<file path="config.mk">
export PLATFORM = sky130hd
export DESIGN_NAME = send_ascii_top
export DESIGN_NICKNAME = d
export VERILOG_FILES = /design/src/rtl/send_ascii_top.sv
export SDC_FILE = /design/constraint.sdc
export NUM_CORES = 1
export LEC_CHECK = 0
export ABC_AREA = 0
export BUFFER_PORTS_ARGS = -buffer_cell sky130_fd_sc_hd__clkbuf_2
export CAP_MARGIN = 20
export CORE_AREA = 2 2 113 115
export DETAILED_ROUTE_END_ITERATION = 10
export DIE_AREA = 0 0 115 117
export GPL_TIMING_DRIVEN = 0
export PLACE_DENSITY_LB_ADDON = 0.25
export SYNTH_ARGS = -nofsm -noshare
export SYNTH_HDL_FRONTEND = slang
export SYNTH_SLANG_ARGS = --single-unit
</file>
<file path="constraint.sdc">
create_clock -name clk -period 3.1 [get_ports clk]
set_input_delay 0.155 -clock clk [delete_from_list [all_inputs] [get_ports clk]]
set_output_delay 0.155 -clock clk [all_outputs]
set_load 0.05 [all_outputs]
</file>
<file path="src/rtl/send_ascii_top.sv">
// send_ascii_top: push-button driven 8N1 UART transmitter for board bring-up.
// Each debounced press of btn sends the next ASCII character ('0'..'z', wrapping).
// Optional macro SEND_CRLF_EN: each character frame is followed back-to-back
// by CR (0x0D) and LF (0x0A) frames.
`timescale 1ns/1ps
module send_ascii_top #(
  parameter int          CLK_FREQ        = 100_000_000,
  parameter int          BAUD            = 9600,
  parameter int          DEBOUNCE_CYCLES = 1_000_000,
  parameter logic [7:0]  FIRST_CHAR      = 8'h30,
  parameter logic [7:0]  LAST_CHAR       = 8'h7A
) (
  input  logic clk,
  input  logic reset,
  input  logic btn,
  output logic tx
);

  localparam int BIT_CYCLES = CLK_FREQ / BAUD;
  localparam int BW         = $clog2(BIT_CYCLES + 1);
  localparam int DW         = $clog2(DEBOUNCE_CYCLES + 1);

  typedef enum logic [1:0] {IDLE, START, DATA, STOP} state_t;

  state_t          state, state_n;
  logic [1:0]      btn_sync;
  logic            db_lvl, db_d, press;
  logic [DW-1:0]   db_cnt;
  logic [7:0]      chr, chr_n, shreg, shreg_n;
  logic [BW-1:0]   baud_cnt, baud_n;
  logic [2:0]      bit_idx, bit_idx_n;
  logic            tx_n, bit_end;
`ifdef SEND_CRLF_EN
  // 0: character frame, 1: CR frame, 2: LF frame
  logic [1:0]      fsel, fsel_n;
`endif

  // Synchronise btn, debounce it, and remember last level for edge detect
  always_ff @(posedge clk or negedge reset) begin
    if (!reset) begin
      btn_sync <= '0;
      db_lvl   <= 1'b0;
      db_d     <= 1'b0;
      db_cnt   <= '0;
    end else begin
      btn_sync <= {btn_sync[0], btn};
      db_d     <= db_lvl;
      if (btn_sync[1] == db_lvl) begin
        db_cnt <= '0;
      end else if (db_cnt == DW'(DEBOUNCE_CYCLES - 1)) begin
        db_lvl <= btn_sync[1];
        db_cnt <= '0;
      end else begin
        db_cnt <= db_cnt + DW'(1);
      end
    end
  end

  // Press pulse only on the debounced rising edge; release is ignored
  assign press   = db_lvl & ~db_d;
  assign bit_end = (baud_cnt == BW'(BIT_CYCLES - 1));

  // Transmitter state register
  always_ff @(posedge clk or negedge reset) begin
    if (!reset) state <= IDLE;
    else        state <= state_n;
  end

  // Next state, datapath next values, and the next tx level (registered below)
  always_comb begin
    state_n   = state;
    baud_n    = baud_cnt + BW'(1);
    bit_idx_n = bit_idx;
    shreg_n   = shreg;
    chr_n     = chr;
    tx_n      = 1'b1;
`ifdef SEND_CRLF_EN
    fsel_n    = fsel;
`endif
    case (state)
      IDLE: begin
        // Baud counter held at 0 so every frame starts from a clean phase
        baud_n = '0;
        if (press) begin
          state_n = START;
          shreg_n = chr;
          chr_n   = (chr == LAST_CHAR) ? FIRST_CHAR : chr + 8'd1;
`ifdef SEND_CRLF_EN
          fsel_n  = 2'd0;
`endif
        end
      end
      START: if (bit_end) begin
        state_n   = DATA;
        baud_n    = '0;
        bit_idx_n = '0;
      end
      DATA: if (bit_end) begin
        baud_n    = '0;
        bit_idx_n = bit_idx + 3'd1;
        if (bit_idx == 3'd7) state_n = STOP;
      end
      STOP: if (bit_end) begin
        baud_n  = '0;
        state_n = IDLE;
`ifdef SEND_CRLF_EN
        if (fsel != 2'd2) begin
          state_n = START;
          fsel_n  = fsel + 2'd1;
          shreg_n = (fsel == 2'd0) ? 8'h0D : 8'h0A;
        end
`endif
      end
      default: state_n = IDLE;
    endcase
    case (state_n)
      START:   tx_n = 1'b0;
      DATA:    tx_n = shreg_n[bit_idx_n];
      default: tx_n = 1'b1;
    endcase
  end

  // Datapath registers; tx comes straight from a flop
  always_ff @(posedge clk or negedge reset) begin
    if (!reset) begin
      tx       <= 1'b1;
      chr      <= FIRST_CHAR;
      shreg    <= '0;
      baud_cnt <= '0;
      bit_idx  <= '0;
`ifdef SEND_CRLF_EN
      fsel     <= '0;
`endif
    end else begin
      tx       <= tx_n;
      chr      <= chr_n;
      shreg    <= shreg_n;
      baud_cnt <= baud_n;
      bit_idx  <= bit_idx_n;
`ifdef SEND_CRLF_EN
      fsel     <= fsel_n;
`endif
    end
  end

endmodule

</file>
==> impl_metrics.py, run 1 <==
metrics = {
    "outcome": {
        "status": "completed",
    },
    "critical_path": {
        "timing.rr.end": "tx",
        "crit_type": "register to register",
        "critPathMaxFanout": 7,
        "worstPathArrival_ns": 3.08,
        "worst-r2r-setup-slack_ns": 0.26,
        "reg2reg_from": "baud_cnt[6]",
        "cp-end-kind": "register",
        "critical_path.startpoint_type": "register",
        "reg2reg_depth": 11,
        "cp.required_ns": 3.35,
    },
    "clocking": {
        "cts_setup_buffers": 0,
        "cts_made_buffers": 9,
        "clock-sinks": 60,
        "cts.htree.levels": 3,
        "clk_latency_ns": 0.33,
        "cts_tree": "yes",
        "clk_path_buf_depth": 2,
        "cts-root-buf": "clkbuf_16",
        "clk_pin_slew_ns": 0.06,
    },
    "sta": {
        "fin_skew_ns": 0.00741,
        "timing.final.crit_share": 0.915,
        "finalSetupViolCount": 0,
        "maxSlewHeadroom": 0.451,
        "max_freq_mhz": 353,
        "tightest_slew_ns": 0.812,
        "rsz0062_at_grt": "no",
        "final_max_slew_viol_count": 0,
        "period_needed_ns": 2.84,
        "finalHoldViolCount": 0,
        "fin_setup_tns_ns": 0,
    },
    "routing": {
        "ant_nets": 0,
        "firstDrtPassIters": 5,
        "wirelength_um": 5470,
        "wire_per_inst_um": 11.8,
        "drc": 0,
        "vias": 2069,
        "drt_iter0_drc": 33,
        "vias_per_cell": 4.48,
    },
    "worst_hold_path": {
        "min_from": "btn_sync[0]",
        "whs_endpoint": "btn_sync[1]",
        "min_path_cells": 0,
        "hp-class": "register to register",
    },
    "grt": {
        "track_usage": 0.0932,
        "grt_max_degree": 61,
        "gr-total-overflow": 0,
        "grt_first_pass_wirelength_um": 9830,
        "grt_pass1_vias": 2079,
        "antenna_found_initial": 0,
    },
    "die": {
        "num_io_pins": 4,
        "initial_core_util": 0.241,
        "dieArea_um2": 13500,
        "core_region_area_um2": 12300,
        "die_height_um": 117,
        "row_count": 41,
        "die_x_um": 115,
    },
    "cells_and_area": {
        "fin_nets": 322,
        "syn_to_final_growth_pct": 19.5,
        "layout-drive-gt1-share": 0.138,
        "antenna_cells": 0,
        "fill_cells": 1292,
        "seq_area_um2": 1510,
        "multiInputGateArea_um2": 1390,
    },
    "synthesis": {
        "ys_warn_count": 0,
        "synthDistinctLibCells": 42,
        "synth_edf_count": 0,
        "ys.flop_type": "dfrtp_1",
        "syn_area_um2": 2970,
        "postSynthAreaPerCell_um2": 10.2,
        "seq_area_frac_synth": 0.507,
        "async_flop_share": 1.00,
        "synth_fp_nets": 306,
        "netlist_top_cells_area": "dfrtp_1, xor2_1, nor2_1",
        "yosys.area.top_type_share": 0.480,
        "yosysMostFrequentCell": "dfrtp_1",
        "yosysTopAreaCell": "dfrtp_1",
        "synth_cells": 291,
        "ys_top_cells_by_count": "dfrtp_1, nor2_1, xor2_1, nand2_1, nand3_1",
        "synth-seq-cells": 60,
    },
    "power": {
        "vdd_drop_max_mv": 0.274,
        "p_leak_nw": 1.53,
        "power_density_nw_per_um2": 560,
        "power_mw": 1.99,
    },
    "placed_design": {
        "numPortBuffers": 3,
        "globalplace.congestion": 0.728,
        "dpl.hpwl_um": 3780,
    },
    "job": {
        "drv_cap": 0,
    },
}
==> power by group <==
part / switching (mW) / leakage (nW) / internal [mW]
sequential: 0.00396 / 0.817 / 0.789
combinational: 0.0226 / 0.543 / 0.00736
clock: 0.339 / 0.173 / 0.827
==> cells by family (layout without fill, tap and decap cells) <==
kind of cell    Yosys count  after routing  share of synthesized area
mux                      11             11                     0.0417
compound gates           26             26                     0.0577
fa+ha+maj                12             12                     0.0505
buf+inv                  20             41                     0.0253
simple gates            129            129                      0.221
flops                    60             60                      0.507
xor+xnor                 33             33                     0.0973
==> per-stage QoR <==
| step | utilization | cell area (um2) | setup slack (ns) | std cells | hold WS (ns) |
|---|---|---|---|---|---|
| final | 0.288 | 3550 | 0.264 | 462 | 0.346 |
| after floorplan | - | 2970 | 0.467 | 291 | -0.141 |
| after detailed placement | 0.258 | 3180 | 0.163 | 444 | 0.265 |
| after global placement | 0.258 | 3170 | 0.146 | 444 | 0.267 |
| after global routing | 0.288 | 3550 | 0.0132 | 462 | 0.353 |
| after CTS | 0.288 | 3550 | 0.145 | 462 | 0.347 |
==> worst max-delay path: stages (launching register included) <==
cell	delay (ns)
dfrtp_2	0.44
or3b_2	0.51
nor4_4	0.36
inv_2	0.12
ha_1	0.27
nand2b_1	0.14
a31o_2	0.27
inv_1	0.13
nor2_1	0.06
o21ai_0	0.15
nand3b_1	0.11
a31oi_1	0.19
==> worst max path at each step <==
stage                      from  to  slack (ns)  cells after the start
global route        baud_cnt[6]  tx        0.01                     11
finish              baud_cnt[6]  tx        0.26                     11
detailed placement  baud_cnt[4]  tx        0.16                     11
global placement    baud_cnt[4]  tx        0.15                     11
CTS                 baud_cnt[4]  tx        0.14                     11
floorplan           baud_cnt[4]  tx        0.47                     11
==> placed cells by master (no fill, tap or decap), types with 3 or more instances in the layout <==
master      n
a21oi_1     6
and3_1      3
bufinv_16   3
clkbuf_1    7
clkbuf_16   9
dfrtp_1    55
dfstp_2     3
ha_1       12
inv_1      13
mux2_2     11
nand2_1    20
nand2b_1    3
nand3_1    17
nand3b_1    3
nand4_1     9
nor2_1     51
nor3_1      5
o21ai_0     6
o31ai_1     4
or3_1       3
xnor2_1     7
xor2_1     26
==> layout make-up <==
cell class / count / area share
Sequential cell: 60 / 0.425
Multi-Input combinational cell: 211 / 0.392
Clock buffer: 12 / 0.0723
Tap cell: 150 / 0.0529
Clock inverter: 4 / 0.0268
Inverter: 14 / 0.0148
Timing Repair Buffer: 5 / 0.0106
Buffer: 6 / 0.00634
==> routing by layer <==
layer | share of wire | GRT usage
met1 | 0.50 | 0.123
met2 | 0.45 | 0.143
met3 | 0.025 | 0.0175
met4 | 0.027 | 0.0554
met5 | 0 | 0
==> state kept, by name (all words and copies together), names as in the netlist <==
signal,flops
bit_idx,3
db_lvl,1
db_d,1
shreg,8
chr,8
db_cnt,20
state,2
btn_sync,2
tx,1
baud_cnt,14
==> timing repair <==
| item | in CTS | in global routing |
|---|---|---|
| hold buffers | 2 | 0 |
| resized for setup | 0 | 3 |
| hold endpoints to repair | 20 | 0 |
| endpoints found under the setup margin | 0 | 1 |
Note: power is estimated with default switching activity, not from simulation.
==> run 2, diff against run 1 <==
- RECOVER_POWER: default -> 50
==> run 2 against run 1 <==
Against the previous run: the flow now finishes with violations (max-capacitance violations); clock power barely moved; design area hardly changed; via count about the same; wire length is essentially flat; sequential power is essentially flat.
==> impl_metrics.py, run 2 (synthesized netlist as in run 1, its figures left out) <==
metrics = {
    "sta": {
        "timing.final.crit_share": 0.915,
        "finalHoldViolCount": 0,
        "max_freq_mhz": 353,
        "finalSetupViolCount": 0,
        "fin_setup_tns_ns": 0,
        "tightest_slew_ns": 1.49,
        "period_needed_ns": 2.84,
        "rsz0062_at_grt": "no",
        "final_max_slew_viol_count": 0,
        "maxSlewHeadroom": 0.00426,
        "fin_skew_ns": 0.00737,
    },
    "critical_path": {
        "slowest_stage": "or3b_2",
        "cp.required_ns": 3.35,
        "critPathMaxFanout": 7,
        "crit_type": "register to register",
        "critical_path.startpoint_type": "register",
        "worstPathArrival_ns": 3.08,
        "path_cells": "or3b_2 > nor4_4 > inv_2 > ha_1 > nand2b_1 > a31o_2 > inv_1 > nor2_1 > o21ai_0 > nand3b_1 > a31oi_1",
        "cp-end-kind": "register",
        "cpPeakStageDelay_ns": 0.51,
        "reg2reg_depth": 11,
    },
    "power": {
        "p_sw_mw": 0.366,
        "p_leak_nw": 1.53,
        "power_density_nw_per_um2": 561,
        "pwr-share-seq": 0.399,
        "netSwitchingFraction": 0.184,
        "p_int_mw": 1.62,
        "combPwrFrac": 0.015,
        "vdd_drop_max_mv": 0.274,
        "power_mw": 1.99,
        "p_clk_frac": 0.586,
    },
    "cells_and_area": {
        "antenna_cells": 0,
        "layout_common_cells": "dfrtp_1, nor2_1, xor2_1",
        "layout.cells.non_filler": 462,
        "fill_cells": 1293,
        "top_regs": "db_cnt (20), baud_cnt (14)",
        "largest_reg_flops": 20,
        "final_common_cell": "dfrtp_1",
        "fin_nets": 322,
        "regMostFlops": "db_cnt",
        "syn_to_final_growth_pct": 19.4,
        "layout-drive-gt1-share": 0.138,
    },
    "placed_design": {
        "dp.cells": 444,
        "globalplace.congestion": 0.728,
        "dpl.hpwl_um": 3780,
        "numPortBuffers": 3,
    },
    "die": {
        "core_region_area_um2": 12300,
        "die_height_um": 117,
        "row_count": 41,
        "dieArea_um2": 13500,
        "die_x_um": 115,
        "initial_core_util": 0.241,
        "num_io_pins": 4,
    },
    "grt": {
        "antenna_found_initial": 0,
        "grt_pass1_vias": 2079,
        "grt_max_degree": 61,
        "track_usage": 0.0932,
        "gr-total-overflow": 0,
        "grt_first_pass_wirelength_um": 9830,
    },
    "clocking": {
        "cts_setup_buffers": 0,
        "clk_pin_slew_ns": 0.06,
        "cts_made_buffers": 9,
        "clock-sinks": 60,
        "cts.htree.levels": 3,
        "clk_latency_ns": 0.33,
        "clk_path_buf_depth": 2,
        "cts-root-buf": "clkbuf_16",
        "cts_tree": "yes",
    },
    "routing": {
        "drt_iter0_drc": 33,
        "firstDrtPassIters": 5,
        "wirelength_um": 5470,
        "wire_per_inst_um": 11.8,
        "vias_per_cell": 4.48,
        "ant_nets": 0,
        "vias": 2068,
        "drc": 0,
    },
    "job": {
        "drv_cap": 1,
    },
    "worst_hold_path": {
        "hp-class": "register to register",
        "min_path_cells": 0,
    },
    "outcome": {
        "status": "finished, violations left",
        "violations": "max-capacitance violations",
    },
}
## run 2: cell counts in the layout (fill, tap and decap cells not counted)
No cell type changed its count.
## run 2: power groups by stage
stage | registers, mW | logic (mW) | clock network, mW
after global routing | 0.793 | 0.0358 | 1.22
after detailed placement | 0.806 | 0.0305 | 0
after floorplan | 0.805 | 0.00977 | 0
after global placement | 0.806 | 0.0299 | 0
final | 0.793 | 0.0296 | 1.17
after CTS | 0.793 | 0.0323 | 1.19
## run 2: stage by stage
step                      utilization  hold WS (ns)  setup WS, ns  area [um2]
after floorplan                     -        -0.141         0.467        2970
after global placement          0.258         0.267         0.146        3170
after detailed placement        0.258         0.265         0.163        3180
after CTS                       0.288         0.347         0.145        3550
after global routing            0.288         0.353        0.0132        3550
final                           0.288         0.346         0.264        3550
## run 2: per-layer routing
layer / global-route usage / vias up / wire length, um
met5: 0 / - / 0
met4: 0.0554 / 0 / 147
met3: 0.0175 / 10 / 137
met2: 0.143 / 22 / 2450
met1: 0.123 / 1008 / 2730
li1: - / 1028 / -
## run 2: cell type report
cell class              count  area (um2)  area share
inverters                  14        52.6      0.0148
clock buffers              12         256      0.0723
clock inverters             4        95.1      0.0268
well taps                 150         188      0.0529
flip-flops and latches     60        1510       0.425
plain buffers               6        22.5     0.00635
multi-input cells         211        1390       0.392
repair buffers              5        35.0     0.00988
## run 2: path summary, 6_finish.rpt
path | startpoint | to | slack, ns
min in group asynchronous | reset | db_cnt[10] | 0.73
setup reg to reg | baud_cnt[6] | tx | 0.26
hold / removal | btn_sync[0] | btn_sync[1] | 0.35
hold reg to reg | btn_sync[0] | btn_sync[1] | 0.35
max in group asynchronous | reset | baud_cnt[7] | 1.38
setup / recovery | baud_cnt[6] | tx | 0.26
## run 2: worst max-delay path: cells and delay by family (launching register included)
kind	cells	cell delay [ns]
AO/OA/AOI/OAI	3	0.61
AND/OR/NAND/NOR	5	1.18
buffers and inverters	2	0.25
flip-flops	1	0.44
adder cells (fa/ha/maj)	1	0.27
## run 2: repair_timing
item | 4_1_cts | 5_1_grt
hold endpoints to repair | 20 | 0
hold buffers | 2 | 0
setup endpoints to repair | 0 | 1
resized for setup | 0 | 3
==> run 3, diff against run 2 <==
- ABC_AREA: 0 -> 1
- CORE_AREA: 2 2 113 115 -> 2 2 117 119
- DIE_AREA: 0 0 115 117 -> 0 0 119 121
- clock period: 3.1 -> 2.3 ns (I/O delays scaled with it)
==> run 3 against run 2 <==
Against the previous run: the flow finishes with violations (max-capacitance violations, max-slew violations); fmax rose by 39%; core utilization grew 0.61 points; critical path depth is 6 higher; design area up 8.5%; worst hold slack improved by 0.033 ns; synthesized area up 9.4%; clock skew increased by 0.0041 ns; first-iteration DRC count rose to 2.8 times the previous value; non-clock buffer count is the same; combinational power increased by 45%; largest power group unchanged.
==> impl_metrics.py, run 3 <==
metrics = {
    "synthesis": {
        "yosysTopAreaCell": "dfrtp_1",
        "synth_fp_nets": 409,
        "async_flop_share": 1.00,
        "synthDistinctLibCells": 40,
        "synth_edf_count": 0,
        "yosys.area.top_type_share": 0.439,
        "netlist_top_cells_area": "dfrtp_1, nand2_1, inv_1",
        "ys.flop_type": "dfrtp_1",
        "synth-seq-cells": 60,
        "syn_area_um2": 3250,
        "seq_area_frac_synth": 0.463,
        "yosysMostFrequentCell": "nand2_1",
        "ys_top_cells_by_count": "nand2_1, inv_1, dfrtp_1, nor2_1, nand3_1",
        "synth_cells": 394,
        "ys_warn_count": 0,
        "postSynthAreaPerCell_um2": 8.24,
    },
    "die": {
        "core_region_area_um2": 13100,
        "dieArea_um2": 14400,
        "die_height_um": 121,
        "num_io_pins": 4,
        "initial_core_util": 0.248,
        "row_count": 42,
        "die_x_um": 119,
    },
    "cells_and_area": {
        "fin_nets": 428,
        "layout-drive-gt1-share": 0.160,
        "top_regs": "db_cnt (20), baud_cnt (14)",
        "seq_area_um2": 1510,
        "final_common_cell": "nand2_1",
        "layout_common_cells": "nand2_1, inv_1, dfrtp_1",
        "multiInputGateArea_um2": 1480,
        "fill_cells": 1403,
        "syn_to_final_growth_pct": 18.5,
        "final_area_um2": 3850,
        "regMostFlops": "db_cnt",
        "largest_reg_flops": 20,
        "antenna_cells": 0,
    },
    "grt": {
        "grt_max_degree": 61,
        "track_usage": 0.0986,
        "grt_first_pass_wirelength_um": 11300,
        "grt_pass1_vias": 2511,
        "antenna_found_initial": 0,
        "gr-total-overflow": 0,
    },
    "routing": {
        "wire_per_inst_um": 10.3,
        "ant_nets": 0,
        "firstDrtPassIters": 4,
        "drt_iter0_drc": 93,
        "vias": 2416,
        "drc": 0,
        "wirelength_um": 6130,
        "vias_per_cell": 4.07,
    },
    "worst_hold_path": {
        "hp-class": "register to register",
    },
    "power": {
        "power_density_nw_per_um2": 644,
        "vdd_drop_max_mv": 0.328,
        "p_leak_nw": 1.82,
        "power_mw": 2.48,
    },
    "critical_path": {
        "worstPathArrival_ns": 2.30,
        "cp.required_ns": 2.56,
        "critical_path.startpoint_type": "register",
        "critPathMaxFanout": 5,
        "cpMostUsedCell": "nand2_1",
        "path_cells": "ha_2 > nand3_4 > nor2_4 > nand2_2 > ha_1 > inv_1 > nand2_1 > nand2_1 > nand2_1 > nand2_2 > nand2_1 > nand2_1 > nand4_1 > nand3_1 > nand2_1 > nand2_1 > nand2_1",
        "cpPeakStageDelay_ns": 0.36,
        "cp-end-kind": "register",
        "crit_type": "register to register",
        "slowest_stage": "dfrtp_1",
    },
    "clocking": {
        "cts-root-buf": "clkbuf_16",
        "cts_tree": "yes",
        "clk_path_buf_depth": 2,
        "cts_made_buffers": 9,
        "cts.htree.levels": 3,
        "clk_latency_ns": 0.33,
        "clk_pin_slew_ns": 0.05,
        "clock-sinks": 60,
    },
    "sta": {
        "final_max_slew_viol_count": 60,
        "maxSlewHeadroom": -0.00367,
        "finalHoldViolCount": 0,
        "finalSetupViolCount": 0,
        "period_needed_ns": 2.04,
        "tightest_slew_ns": 1.51,
        "timing.final.crit_share": 0.888,
        "fin_skew_ns": 0.0114,
        "max_freq_mhz": 490,
    },
    "placed_design": {
        "globalplace.congestion": 0.731,
        "numPortBuffers": 3,
        "dpl_cell_area_um2": 3490,
        "dpl.hpwl_um": 4370,
    },
    "job": {
        "drv_cap": 1,
    },
    "outcome": {
        "violations": "max-capacitance violations, max-slew violations",
        "status": "finished, violations left",
    },
}
## run 3: where the power goes
part           leakage [nW]  switching [mW]  internal, mW
Combinational         0.846          0.0325        0.0104
Sequential            0.821         0.00405          1.06
Clock                 0.149           0.476         0.893
## run 3: cell families (layout without fill, tap and decap cells)
family	after synthesis	count (layout)	synth area share
DFF	60	60	0.463
and+or+nand+nor	208	208	0.314
adders and majority gates	12	12	0.0462
buffers and inverters	70	94	0.0867
AOI/OAI and AO/OA	30	30	0.0516
xor gates and xnor gates	13	13	0.0351
muxes	1	1	0.00347
## run 3: area by class of cell
type                    count  area share
clock buffers              12      0.0666
clock inverters             4      0.0123
flip-flops and latches     60       0.391
plain buffers               3     0.00780
inverters                  67      0.0653
repair buffers              8      0.0149
well taps                 176      0.0572
multi-input cells         264       0.385
## run 3: worst paths after layout
check	start	end	slack (ns)	cells after the start
max	baud_cnt[0]	tx	0.26	17
max in group asynchronous	reset	baud_cnt[6]	0.69	2
min reg2reg	btn_sync[0]	btn_sync[1]	0.38	0
min	btn_sync[0]	btn_sync[1]	0.38	0
min in group asynchronous	reset	db_cnt[12]	0.70	2
max reg2reg	baud_cnt[0]	tx	0.26	17
## run 3: critical path, delay by kind of cell, from the launching register on
family	cells	cell delay, ns
adders and majority gates	2	0.51
buffers and inverters	1	0.05
DFF	1	0.36
and+or+nand+nor	14	1.03
## run 3: repair_timing
action / in CTS / in global routing
endpoints found under the hold margin: 58 / 0
buffers inserted: 0 / 3
hold buffers: 2 / 0
resized for setup: 0 / 6
endpoints found under the setup margin: 0 / 1
## run 3: routing by layer
metal	part of all wire	up-vias	GRT usage	wire length, um
li1	-	1274	-	-
met1	0.51	1118	0.123	3100
met2	0.45	15	0.158	2760
met3	0.020	9	0.0226	124
met4	0.023	0	0.0558	142
met5	0	-	0	0
## run 3: stage by stage
| stage | cells | setup TNS, ns | util | setup WS, ns | hold slack (ns) |
|---|---|---|---|---|---|
| CTS | 591 | 0 | 0.291 | 0.0560 | 0.397 |
| global placement | 573 | 0 | 0.266 | 0.114 | 0.223 |
| finish | 594 | 0 | 0.294 | 0.259 | 0.379 |
| floorplan | 394 | 0 | - | 0.368 | -0.181 |
| global route | 594 | -0.0104 | 0.294 | -0.0104 | 0.396 |
| detailed placement | 573 | 0 | 0.266 | 0.0842 | 0.225 |
